===== src/rtl/sram16_pkg.sv =====
// Shared types and constants for the 16-bit async SRAM bus sequencer.
// Strobe vectors are ordered {ce_n, oe_n, we_n, lb_n, ub_n}.
package sram16_pkg;

    typedef enum logic [2:0] {
        StIdle,
        StWSetup,
        StWPulse,
        StWHold,
        StRAccess,
        StRTurn
    } state_e;

    localparam int unsigned DefAddrW      = 18;
    localparam int unsigned DefWaitCycles = 1;
    localparam int unsigned DefTurnCycles = 1;

    localparam logic [4:0] IdleStrobes = 5'b11111;

endpackage


===== src/rtl/sram16_bus_ctrl.sv =====
// Bus-side sequencer turning single-word req/rsp transactions into timed SRAM strobes,
// with a guaranteed turnaround after reads so the FPGA and the SRAM never both drive the bus.
module sram16_bus_ctrl
    import sram16_pkg::*;
#(
    parameter int unsigned ADDR_W      = DefAddrW,
    parameter int unsigned WAIT_CYCLES = DefWaitCycles,
    parameter int unsigned TURN_CYCLES = DefTurnCycles
) (
    input  logic              clock,
    input  logic              reset,
    input  logic              req_valid,
    output logic              req_ready,
    input  logic              req_write,
    input  logic [ADDR_W-1:0] req_addr,
    input  logic [15:0]       req_wdata,
    input  logic [1:0]        req_be,
    output logic              rsp_valid,
    output logic [15:0]       rsp_rdata,
    output logic [15:0]       io_write,
    output logic              io_write_enable,
    input  logic [15:0]       io_read,
    output logic [ADDR_W-1:0] sram_addr,
    output logic              sram_ce_n,
    output logic              sram_oe_n,
    output logic              sram_we_n,
    output logic              sram_lb_n,
    output logic              sram_ub_n
);

    if (TURN_CYCLES == 0) begin : g_bad_turn
        $error("TURN_CYCLES must be at least 1");
    end

    localparam int unsigned MaxCycles = (WAIT_CYCLES > TURN_CYCLES) ? WAIT_CYCLES : TURN_CYCLES;
    localparam int unsigned CntW      = $clog2(MaxCycles + 1);

    localparam logic [CntW-1:0] WaitLoad = CntW'(WAIT_CYCLES);
    localparam logic [CntW-1:0] TurnLoad = CntW'(TURN_CYCLES - 1);

    state_e          state_q, state_d;
    logic [CntW-1:0] cnt_q, cnt_d;
    logic [1:0]      be_q, be_d;
    logic            accept;
    logic [4:0]      strb_d;
    logic            wen_d;
    logic            rsp_valid_d;

    always_comb begin
        state_d = state_q;
        cnt_d   = cnt_q;
        accept  = (state_q == StIdle) && req_valid;

        unique case (state_q)
            StIdle: begin
                if (req_valid) begin
                    state_d = req_write ? StWSetup : StRAccess;
                    cnt_d   = req_write ? '0 : WaitLoad;
                end
            end
            StWSetup: begin
                state_d = StWPulse;
                cnt_d   = WaitLoad;
            end
            StWPulse: begin
                if (cnt_q == '0) begin
                    state_d = StWHold;
                end else begin
                    cnt_d = cnt_q - CntW'(1);
                end
            end
            StWHold: begin
                state_d = StIdle;
                cnt_d   = '0;
            end
            StRAccess: begin
                if (cnt_q == '0) begin
                    state_d = StRTurn;
                    cnt_d   = TurnLoad;
                end else begin
                    cnt_d = cnt_q - CntW'(1);
                end
            end
            StRTurn: begin
                if (cnt_q == '0) begin
                    state_d = StIdle;
                end else begin
                    cnt_d = cnt_q - CntW'(1);
                end
            end
            default: begin
                state_d = StIdle;
                cnt_d   = '0;
            end
        endcase
    end

    // Outputs are registered, so decode them from the state being entered.
    always_comb begin
        be_d        = accept ? req_be : be_q;
        strb_d      = IdleStrobes;
        wen_d       = 1'b0;
        rsp_valid_d = (state_q == StRAccess) && (cnt_q == '0);

        unique case (state_d)
            StWSetup, StWHold: begin
                strb_d = {1'b0, 1'b1, 1'b1, ~be_d[0], ~be_d[1]};
                wen_d  = 1'b1;
            end
            StWPulse: begin
                // An all-zero byte mask still walks the sequence but never pulses WE.
                strb_d = {1'b0, 1'b1, (be_d == 2'b00), ~be_d[0], ~be_d[1]};
                wen_d  = 1'b1;
            end
            StRAccess: begin
                strb_d = 5'b00100;
            end
            default: begin
                strb_d = IdleStrobes;
            end
        endcase
    end

    always_ff @(posedge clock) begin
        if (reset) begin
            state_q         <= StIdle;
            cnt_q           <= '0;
            be_q            <= '0;
            sram_addr       <= '0;
            io_write        <= '0;
            io_write_enable <= 1'b0;
            sram_ce_n       <= 1'b1;
            sram_oe_n       <= 1'b1;
            sram_we_n       <= 1'b1;
            sram_lb_n       <= 1'b1;
            sram_ub_n       <= 1'b1;
            rsp_valid       <= 1'b0;
            rsp_rdata       <= '0;
            req_ready       <= 1'b1;
        end else begin
            state_q         <= state_d;
            cnt_q           <= cnt_d;
            be_q            <= be_d;
            io_write_enable <= wen_d;
            {sram_ce_n, sram_oe_n, sram_we_n, sram_lb_n, sram_ub_n} <= strb_d;
            rsp_valid       <= rsp_valid_d;
            req_ready       <= (state_d == StIdle);
            if (accept) begin
                sram_addr <= req_addr;
                io_write  <= req_wdata;
            end
            if (rsp_valid_d) begin
                rsp_rdata <= io_read;
            end
        end
    end

    a_no_contention: assert property (@(posedge clock) disable iff (reset)
        !(io_write_enable && !sram_oe_n));

    a_we_qualified: assert property (@(posedge clock) disable iff (reset)
        !sram_we_n |-> (io_write_enable && !sram_ce_n));

endmodule


===== config.mk =====
export PLATFORM = sky130hd
export DESIGN_NAME = sram16_bus_ctrl
export DESIGN_NICKNAME = d
export VERILOG_FILES = /design/src/rtl/sram16_pkg.sv /design/src/rtl/sram16_bus_ctrl.sv
export SDC_FILE = /design/constraint.sdc
export NUM_CORES = 1
export LEC_CHECK = 0
export BUFFER_PORTS_ARGS = -buffer_cell sky130_fd_sc_hd__buf_4
export CELL_PAD_IN_SITES_DETAIL_PLACEMENT = 0
export CELL_PAD_IN_SITES_GLOBAL_PLACEMENT = 1
export CORE_MARGIN = 3
export CORE_UTILIZATION = 28
export CTS_CLUSTER_SIZE = 8
export DETAILED_ROUTE_END_ITERATION = 12
export PLACE_DENSITY = 0.84
export SETUP_SLACK_MARGIN = 0.05
export SLEW_MARGIN = 5
export SYNTH_ARGS = -nofsm -noshare
export SYNTH_HDL_FRONTEND = slang
export SYNTH_SLANG_ARGS = --single-unit

===== constraint.sdc =====
create_clock -name clock -period 1.6 [get_ports clock]
set_clock_uncertainty 0.05 [all_clocks]
set_input_delay 0.24 -clock clock [delete_from_list [all_inputs] [get_ports clock]]
set_output_delay 0.24 -clock clock [all_outputs]
set_load 0.03 [all_outputs]

==> flow_summary.toml, run 1 <==
[setup_path]
r2r_start = "state_q[0]$_SDFF_PP0_"
reg2reg_setup_slack_ps = 130
required_ps = 1770
rr_endpoint = "sram_ub_n$_SDFF_PP1_"
worst-endpoint-arrival_ps = 1640
setup.worst_path.class = "flop to flop"
number_of_cells_on_the_worst_reg_to_reg_path = 6
worst_setup_path_end_kind = "flop"
worstPathMaxFanout = 12
startpoint_type = "flop"

[sta]
maxClockFrequency_ghz = 0.679
min_period_ps = 1470
slew_violations = 0
grt_setup_unrepaired = "yes"
finalSetupTns_ps = 0
finalHoldViolCount = 0
setup_viol_count_final = 0
max_slew_margin = 0.701
timing_worst_slew_pin_value_ps = 449
setup_ws_final_ps = 127
post-route-period-util = 0.921

[hold_path]
min_to = "sram_we_n$_SDFF_PP1_"
hold_depth = 2
min-delay-path-class = "input pin to flop"
min_from = "req_be[0]"

[route]
routed_vias_inst = 4.42
finalWirelength_um = 6180
routed_wire_length_per_instance_um = 12.3
postRouteAntennaNets = 0
via_count = 2230
drt_first_iter_violations = 72
drt-pass1-iter-count = 5
drt_drc_violations_left = 0

[clocking]
cts.sink_count = 64
h-tree-depth = 3
cts-buffers-inserted = 9
worstSkewPairLatency_ps = 330
worst_setup_hold_path_clk_slew_ps = 70
post_cts_hold_buffer_count = 0
clock_path_buffers = 2
cts_setup_buffers = 0
tritoncts = "built"
clockRootBuffer = "sky130_fd_sc_hd__clkbuf_8"

[placement]
placement.setup.worst_slack_ps = 63.5
dp.cells = 488
placer_s_final_routability_congestion_estimate = 0.793
post-dp-hpwl_um = 4360
io_buffer_count = 113

[synthesis]
netlist.area_leader.share = 0.558
synth_sequential_area_ratio = 0.558
yosys_most_used_dff = "sky130_fd_sc_hd__dfxtp_1"
post_synthesis_instance_area_um2 = 2300
synthDistinctLibCells = 27
synth_edf_count = 0
synthesis.nets = 337
post_synth_inst_count = 281
post_synth.cell_area_avg_um2 = 8.17
synth-async-reset-ratio = 0
synthesis.yosys.warnings = 0
synthDominantAreaCellType = "sky130_fd_sc_hd__dfxtp_1"
synthTopCellsByArea = "sky130_fd_sc_hd__dfxtp_1 56%, sky130_fd_sc_hd__nand2_1 17%, sky130_fd_sc_hd__a21oi_1 11%"
postSynthRegisterBits = 64

[status]
outcome = "finished, final reports clean"

[floorplan]
start_util = 0.293
design.portCount = 114
overall_die_area_um2 = 9320
die_height_um = 96.6
placementRows = 32
dieWidth_um = 96.6
floorplan.core_area_um2 = 7850

[layout]
nets = 453
n_antenna_cell = 0
post_layout_nonfiller_instances = 504
syn_to_final_growth_pct = 56.0
layout-drive-gt1-share = 0.368

[global_route]
grt_first_pass_wirelength_um = 9360
grt_start_max_net_pins = 43
first_global_vias = 2047
grt_usage = 0.132
globalRouteOverflowTotal = 0
antenna_violations_before_repair = 0

[power_and_ir_drop]
max-vdd-ir-drop_mv = 0.518
leakage_nw = 1.56
power.density_cell_area_nw_per_um2 = 1370

[run]
max_cap_viol_count = 0
[layout make-up]
type                            instances  area (um^2)
Fill cell                             839         4270
Sequential cell                        64         1280
Timing Repair Buffer                  125          963
Multi-Input combinational cell        194          945
Clock buffer                           10          138
Tap cell                              102          128
Clock inverter                          6          115
Inverter                                3         11.3
[state kept, by name (all words and copies together), names as in the netlist]
| name | count |
|---|---|
| be_q | 2 |
| cnt_q | 1 |
| io_write | 16 |
| io_write_enable | 1 |
| req_ready | 1 |
| rsp_rdata | 16 |
| rsp_valid | 1 |
| sram_addr | 18 |
| sram_ce_n | 1 |
| sram_lb_n | 1 |
| sram_oe_n | 1 |
| sram_ub_n | 1 |
| sram_we_n | 1 |
| state_q | 3 |
[critical path: stages, from the launching register on]
cell	delay (ps)
sky130_fd_sc_hd__dfxtp_1	310
sky130_fd_sc_hd__buf_4	170
sky130_fd_sc_hd__nor2b_1	140
sky130_fd_sc_hd__o32a_1	240
sky130_fd_sc_hd__a311oi_2	250
sky130_fd_sc_hd__buf_4	160
sky130_fd_sc_hd__a31oi_1	40
[layer usage]
layer,wire [um],track usage,vias up,share of wire
met1,2590,0.149,991,0.42
met2,2850,0.210,79,0.46
met4,125,0.0701,0,0.020
met5,0,0,-,0
li1,-,-,1151,-
met3,616,0.0581,9,0.10
[stage by stage]
stage / instance area, um^2 / power (mW) / hold slack [ps] / utilization
finish: 3580 / 4.90 / 95.0 / 0.456
global route: 3580 / 5.16 / 82.4 / 0.456
CTS: 3560 / 4.97 / 72.2 / 0.454
detailed placement: 3310 / 3.22 / 397 / 0.421
global placement: 3310 / 3.20 / 393 / 0.421
floorplan: 2300 / 2.67 / 322 / -
[worst max-delay path by stage]
stage	start	to
after detailed placement	state_q[0]$_SDFF_PP0_	be_q[0]$_SDFF_PP0_
after global routing	state_q[0]$_SDFF_PP0_	sram_ub_n$_SDFF_PP1_
after global placement	state_q[0]$_SDFF_PP0_	be_q[0]$_SDFF_PP0_
after CTS	state_q[0]$_SDFF_PP0_	be_q[0]$_SDFF_PP0_
after floorplan	state_q[2]$_SDFF_PP0_	be_q[0]$_SDFF_PP0_
final	state_q[0]$_SDFF_PP0_	sram_ub_n$_SDFF_PP1_
[timing repair]
action                     4_1_cts  5_1_grt
resized for setup                1        3
hold endpoints to repair         0        0
setup endpoints to repair        1        8
[cells in the mapped netlist, types with 3 or more instances]
| library cell | instances |
|---|---|
| sky130_fd_sc_hd__nor2b_1 | 6 |
| sky130_fd_sc_hd__buf_2 | 3 |
| sky130_fd_sc_hd__or3_1 | 4 |
| sky130_fd_sc_hd__clkbuf_1 | 16 |
| sky130_fd_sc_hd__nor2_1 | 4 |
| sky130_fd_sc_hd__dfxtp_1 | 64 |
| sky130_fd_sc_hd__a21oi_1 | 51 |
| sky130_fd_sc_hd__nand2_1 | 103 |
| sky130_fd_sc_hd__o21ai_0 | 3 |
| sky130_fd_sc_hd__nor3_1 | 4 |
| sky130_fd_sc_hd__inv_1 | 3 |
[kinds of logic (layout without fill, tap and decap cells)]
family | after synthesis | in the layout | synth area share
xor+xnor | 2 | 2 | 0.00763
buf+inv | 23 | 144 | 0.0425
simple gates | 128 | 128 | 0.233
mux | 3 | 3 | 0.0158
compound gates | 61 | 61 | 0.143
flops | 64 | 64 | 0.558
[where the power goes]
| part | internal [mW] | total, mW | switching [mW] |
|---|---|---|---|
| combinational | 0.542 | 1.31 | 0.766 |
| clock | 1.09 | 1.73 | 0.640 |
| sequential | 1.77 | 1.87 | 0.0948 |
[placed cells by master, fill, tap and decap left out, types with 2 or more instances in the layout]
| master | count |
|---|---|
| sky130_fd_sc_hd__a21oi_1 | 51 |
| sky130_fd_sc_hd__a31oi_1 | 2 |
| sky130_fd_sc_hd__buf_12 | 2 |
| sky130_fd_sc_hd__buf_4 | 123 |
| sky130_fd_sc_hd__bufinv_16 | 3 |
| sky130_fd_sc_hd__clkbuf_8 | 10 |
| sky130_fd_sc_hd__dfxtp_1 | 64 |
| sky130_fd_sc_hd__inv_1 | 3 |
| sky130_fd_sc_hd__nand2_1 | 103 |
| sky130_fd_sc_hd__nor2_1 | 4 |
| sky130_fd_sc_hd__nor2b_1 | 5 |
| sky130_fd_sc_hd__nor3_1 | 4 |
| sky130_fd_sc_hd__o21ai_0 | 3 |
| sky130_fd_sc_hd__or3_1 | 3 |
| sky130_fd_sc_hd__xnor2_1 | 2 |
Note: power is estimated with default switching activity, not from simulation.
==> inputs of run 2 (changes only) <==
PLACE_DENSITY = 0.81   (was 0.84)
==> run 2 against run 1 <==
Compared with the run above:
- maximum frequency fell by 1.0%
- routed wire length rose by 2.9%
- core utilization fell by 0.46 points
- first-iteration DRC count fell by 50%
- critical path type unchanged
- total power fell by 8.2%
- worst hold slack improved by 2.3 ps
- combinational power barely moved
- sequential power barely moved
- critical path depth did not move
==> flow_summary.toml, run 2 (synthesis results as in run 1) <==
[setup_path]
r2r_start = "state_q[0]$_SDFF_PP0_"
worst_setup_path_end_kind = "flop"
crit_slowest_cell = "sky130_fd_sc_hd__dfxtp_1"
timing.critical_path.cells = "buf_4 -> nor2b_1 -> o32a_1 -> a311oi_2 -> buf_4 -> a31oi_1"
path_common_cell = "sky130_fd_sc_hd__buf_4"
biggest_cell_delay_along_the_critical_path_ps = 320
rr_endpoint = "sram_ub_n$_SDFF_PP1_"
required_ps = 1750
startpoint_type = "flop"
number_of_cells_on_the_worst_reg_to_reg_path = 6
reg2reg_setup_slack_ps = 110
timing.critical_path.to = "sram_ub_n$_SDFF_PP1_"
worstPathMaxFanout = 12
critical_path_origin = "state_q[0]$_SDFF_PP0_"
worst-endpoint-arrival_ps = 1640
setup.worst_path.class = "flop to flop"

[power_and_ir_drop]
leakage_nw = 1.55
power.density_cell_area_nw_per_um2 = 1270
max-vdd-ir-drop_mv = 0.637
total_power_mw = 4.50

[layout]
nets = 454
largest_registers = "sram_addr (18), io_write (16), rsp_rdata (16)"
syn_to_final_growth_pct = 54.4
layout.filler_cells = 854
largest_reg_flops = 18
n_antenna_cell = 0
top_register = "sram_addr"
layout-drive-gt1-share = 0.367
finalInstanceArea_um2 = 3540
final_common_cell = "sky130_fd_sc_hd__buf_4"
layout_common_cells = "122 x sky130_fd_sc_hd__buf_4, 103 x sky130_fd_sc_hd__nand2_1, 64 x sky130_fd_sc_hd__dfxtp_1, 51 x sky130_fd_sc_hd__a21oi_1, 9 x sky130_fd_sc_hd__clkbuf_8"
post_layout_nonfiller_instances = 505

[route]
drt_first_iter_violations = 36
finalWirelength_um = 6360
routed_wire_length_per_instance_um = 12.6
postRouteAntennaNets = 0
routed_vias_inst = 4.49
drt-pass1-iter-count = 4
drt_drc_violations_left = 0
via_count = 2269

[status]
outcome = "finished, final reports clean"

[global_route]
grt_start_max_net_pins = 36
globalRouteOverflowTotal = 0
first_global_vias = 2189
antenna_violations_before_repair = 0
grt_first_pass_wirelength_um = 9780
grt_usage = 0.136

[placement]
placer_s_final_routability_congestion_estimate = 0.774
dp.cells = 488
io_buffer_count = 113
post-dp-hpwl_um = 4490
placed_area_um2 = 3320

[sta]
finalSetupTns_ps = 0
slew_violations = 0
setup_viol_count_final = 0
timing_worst_slew_pin_value_ps = 339
grt_setup_unrepaired = "no"
post-route-period-util = 0.930
finalHoldViolCount = 0
maxClockFrequency_ghz = 0.672
min_period_ps = 1490
max_slew_margin = 0.768

[floorplan]
die_height_um = 96.6
dieWidth_um = 96.6
design.portCount = 114
start_util = 0.293
overall_die_area_um2 = 9320
placementRows = 32
floorplan.core_area_um2 = 7850

[run]
max_cap_viol_count = 0

[clocking]
worst_setup_hold_path_clk_slew_ps = 70
cts.sink_count = 64
clockRootBuffer = "sky130_fd_sc_hd__clkbuf_8"
worstSkewPairLatency_ps = 320
clock_path_buffers = 2
cts-buffers-inserted = 9
tritoncts = "built"
h-tree-depth = 3

[hold_path]
min-delay-path-class = "input pin to flop"
hold_depth = 2
-- run 2: changes by cell type in the layout (fill, tap and decap cells not counted), sizes merged --
cell      before  now
bufinv         3    1
clkinv         1    3
clkbuf        10   12
clkinvlp       1    0
buf          125  126
inv            4    3
-- run 2: repair_timing --
action | CTS | global route
resized for setup | 3 | 6
setup endpoints to repair | 6 | 8
hold buffers | 0 | 0
pin swaps | 0 | 1
buffers inserted | 0 | 1
-- run 2: metrics by stage --
stage / hold WS (ps) / util / worst slack, ps
after floorplan: 322 / - / 50.6
after global placement: 392 / 0.423 / 68.7
after detailed placement: 397 / 0.423 / 38.4
after CTS: 81.2 / 0.448 / 54.0
after global routing: 79.8 / 0.452 / 36.0
final: 97.3 / 0.452 / 112
-- run 2: worst min-delay path by stage --
| stage | startpoint | end | slack [ps] |
|---|---|---|---|
| after floorplan | req_be[1] | sram_we_n$_SDFF_PP1_ | 320 |
| after global routing | io_read[13] | rsp_rdata[13]$_SDFFE_PP0P_ | 80 |
| final | req_be[0] | sram_we_n$_SDFF_PP1_ | 100 |
| after CTS | req_be[0] | sram_we_n$_SDFF_PP1_ | 80 |
| after global placement | rsp_rdata[4]$_SDFFE_PP0P_ | rsp_rdata[4]$_SDFFE_PP0P_ | 390 |
| after detailed placement | sram_addr[14]$_SDFFE_PP0N_ | sram_addr[14]$_SDFFE_PP0N_ | 400 |
-- run 2: critical path, delay by kind of cell, from the launching register on --
kind	cells	cell delay (ps)
DFF	1	320
buffers and inverters	2	340
AOI/OAI and AO/OA	3	510
and+or+nand+nor	1	140
-- run 2: layout make-up --
type,instances,area [um^2],area share
flip-flops and latches,64,1280,0.361
repair buffers,126,987,0.279
multi-input cells,194,957,0.270
clock buffers,12,135,0.0381
well taps,102,128,0.0360
clock inverters,4,45.0,0.0127
inverters,3,11.3,0.00318
-- run 2: layer usage --
metal  GRT usage  part of all wire  up-vias
met4      0.0421            0.0080        0
met5           0                 0        -
li1            -                 -     1148
met2       0.230              0.49       83
met3      0.0604             0.091        5
met1       0.152              0.41     1033
-- run 2: report_power, final --
group | total (mW) | internal [mW] | switching [mW]
Sequential | 1.87 | 1.77 | 0.0997
Clock | 1.30 | 0.714 | 0.584
Combinational | 1.33 | 0.557 | 0.772
Total | 4.50 | 3.05 | 1.46
==> inputs of run 3 (changes only) <==
CORE_UTILIZATION = 31   (was 28)
PLACE_DENSITY = 0.85   (was 0.81)
clock period = 1.45 ns   (was 1.6 ns; I/O delays follow)
==> run 3 against run 2 <==
Compared with the run above:
- sequential share of layout area is 1.0 points lower
- worst setup slack worse by 110 ps
- sequential power is 10% higher
- final cell count increased by 0.20%
- die area fell by 9.1%
- critical path depth down 2
- non-clock buffer count increased by 7
- clock-buffer cell count down 2
- maximum frequency increased by 2.8%
- flip-flop and latch count unchanged
- critical path type unchanged
- largest cell class unchanged
==> flow_summary.toml, run 3 (synthesis results as in run 1) <==
[floorplan]
overall_die_area_um2 = 8480
design.portCount = 114
dieWidth_um = 92.1
placementRows = 30
start_util = 0.329
die_height_um = 92.1
floorplan.core_area_um2 = 6980

[clocking]
h-tree-depth = 3
cts-buffers-inserted = 9
cts.sink_count = 64
worst_setup_hold_path_clk_slew_ps = 70
clock_path_buffers = 2
clockRootBuffer = "sky130_fd_sc_hd__clkbuf_8"
worstSkewPairLatency_ps = 340
tritoncts = "built"

[sta]
maxClockFrequency_ghz = 0.691
setup_viol_count_final = 0
holdWs_ps = 57.0
post-route-period-util = 0.998
max_slew_margin = 0.740
slew_violations = 0
timing_worst_slew_pin_value_ps = 380
min_period_ps = 1450
setup_ws_final_ps = 2.97
grt_setup_unrepaired = "yes"
finalHoldViolCount = 0

[layout]
layout-drive-gt1-share = 0.402
nets = 461
largest_reg_flops = 18
finalInstanceArea_um2 = 3660
largest_registers = "sram_addr (18), io_write (16), rsp_rdata (16)"
layout_common_cells = "126 x sky130_fd_sc_hd__buf_4, 102 x sky130_fd_sc_hd__nand2_1, 61 x sky130_fd_sc_hd__dfxtp_1, 50 x sky130_fd_sc_hd__a21oi_1, 10 x sky130_fd_sc_hd__clkbuf_8"
top_register = "sram_addr"
syn_to_final_growth_pct = 59.4
final_common_cell = "sky130_fd_sc_hd__buf_4"
n_antenna_cell = 0

[setup_path]
required_ps = 1630
timing.critical_path.cells = "nand2b_4 -> or3_4 -> mux2_4 -> nor2b_1"
worstPathMaxFanout = 4
setup.worst_path.class = "flop to flop"
timing.critical_path.to = "be_q[1]$_SDFF_PP0_"
worst_path_dominant_cell_family = "simple AND/OR/NAND/NOR gates"
startpoint_type = "flop"
number_of_cells_on_the_worst_reg_to_reg_path = 4
reg2reg_setup_slack_ps = 3
worst_setup_path_end_kind = "flop"
rr_endpoint = "be_q[1]$_SDFF_PP0_"
critical_path_origin = "state_q[0]$_SDFF_PP0_"
r2r_start = "state_q[0]$_SDFF_PP0_"
worst-endpoint-arrival_ps = 1620
crit_slowest_cell = "sky130_fd_sc_hd__or3_4"
path_buf_inv = 0
biggest_cell_delay_along_the_critical_path_ps = 370
cp.depth = 4

[placement]
post-dp-hpwl_um = 4510
placer_s_final_routability_congestion_estimate = 0.769
io_buffer_count = 113
placed_area_um2 = 3330
placement.setup.worst_slack_ps = -33.7

[run]
max_cap_viol_count = 0

[status]
outcome = "finished, final reports clean"

[power_and_ir_drop]
total_power_mw = 5.32
leakage_nw = 1.61
max-vdd-ir-drop_mv = 0.536
power.density_cell_area_nw_per_um2 = 1450

[route]
routed_vias_inst = 4.53
routed_wire_length_per_instance_um = 12.7
finalWirelength_um = 6430
drt-pass1-iter-count = 4
drt_first_iter_violations = 79
drt_drc_violations_left = 0
via_count = 2290
postRouteAntennaNets = 0

[global_route]
first_global_vias = 2180
grt_start_max_net_pins = 27
grt_usage = 0.151
antenna_violations_before_repair = 0
globalRouteOverflowTotal = 0
grt_first_pass_wirelength_um = 10200

[hold_path]
min-delay-path-class = "input pin to flop"
## run 3: cell count changes in the layout (fill, tap and decap cells not counted), sizes merged
| cell | delta |
|---|---|
| clkbuf | -2 |
| clkinvlp | +1 |
| bufinv | +1 |
| buf | +7 |
## run 3: where the power goes
part,total [mW],internal [mW],switching [mW]
Combinational,1.56,0.672,0.888
Clock,1.69,1.01,0.687
Sequential,2.06,1.96,0.104
Total,5.32,3.64,1.68
## run 3: through the flow
step | instances | utilization | TNS (ps)
floorplan | 281 | - | -103
global placement | 486 | 0.478 | 0
detailed placement | 486 | 0.478 | -56.0
CTS | 502 | 0.511 | 0
global route | 506 | 0.524 | -248
finish | 506 | 0.524 | 0
## run 3: worst min-delay path by stage
stage | start | endpoint | cells after the start | slack, ps
after floorplan | req_be[1] | sram_we_n$_SDFF_PP1_ | 1 | 300
after CTS | req_be[1] | sram_we_n$_SDFF_PP1_ | 2 | 40
final | req_be[1] | sram_we_n$_SDFF_PP1_ | 2 | 60
after detailed placement | rsp_rdata[0]$_SDFFE_PP0P_ | rsp_rdata[0]$_SDFFE_PP0P_ | 2 | 400
after global routing | req_be[1] | sram_we_n$_SDFF_PP1_ | 2 | 60
after global placement | rsp_rdata[11]$_SDFFE_PP0P_ | rsp_rdata[11]$_SDFFE_PP0P_ | 2 | 390
## run 3: worst register-to-register path, stage by stage (launching register included)
cell and delay (ps):
sky130_fd_sc_hd__dfxtp_2 330, sky130_fd_sc_hd__nand2b_4 140, sky130_fd_sc_hd__or3_4 370, sky130_fd_sc_hd__mux2_4 310, sky130_fd_sc_hd__nor2b_1 130
## run 3: final cells by class
cell class              instances  area, um^2
inverters                       3        11.3
flip-flops and latches         64        1280
well taps                      96         120
repair buffers                133        1040
clock inverters                 6        82.6
fillers                       709        3320
clock buffers                  10         138
multi-input cells             194         986
## run 3: layer usage
metal	track usage	part of all wire	up-vias
met4	0.0817	0.021	0
met1	0.187	0.43	1022
li1	-	-	1167
met3	0.0640	0.11	11
met5	0	0	-
met2	0.220	0.44	90
## run 3: what timing repair did
| action | CTS | global route |
|---|---|---|
| buffers inserted | 0 | 4 |
| hold buffers | 0 | 0 |
| gates resized for setup | 5 | 16 |
| endpoints found under the setup margin | 30 | 37 |
| pin swaps | 1 | 2 |
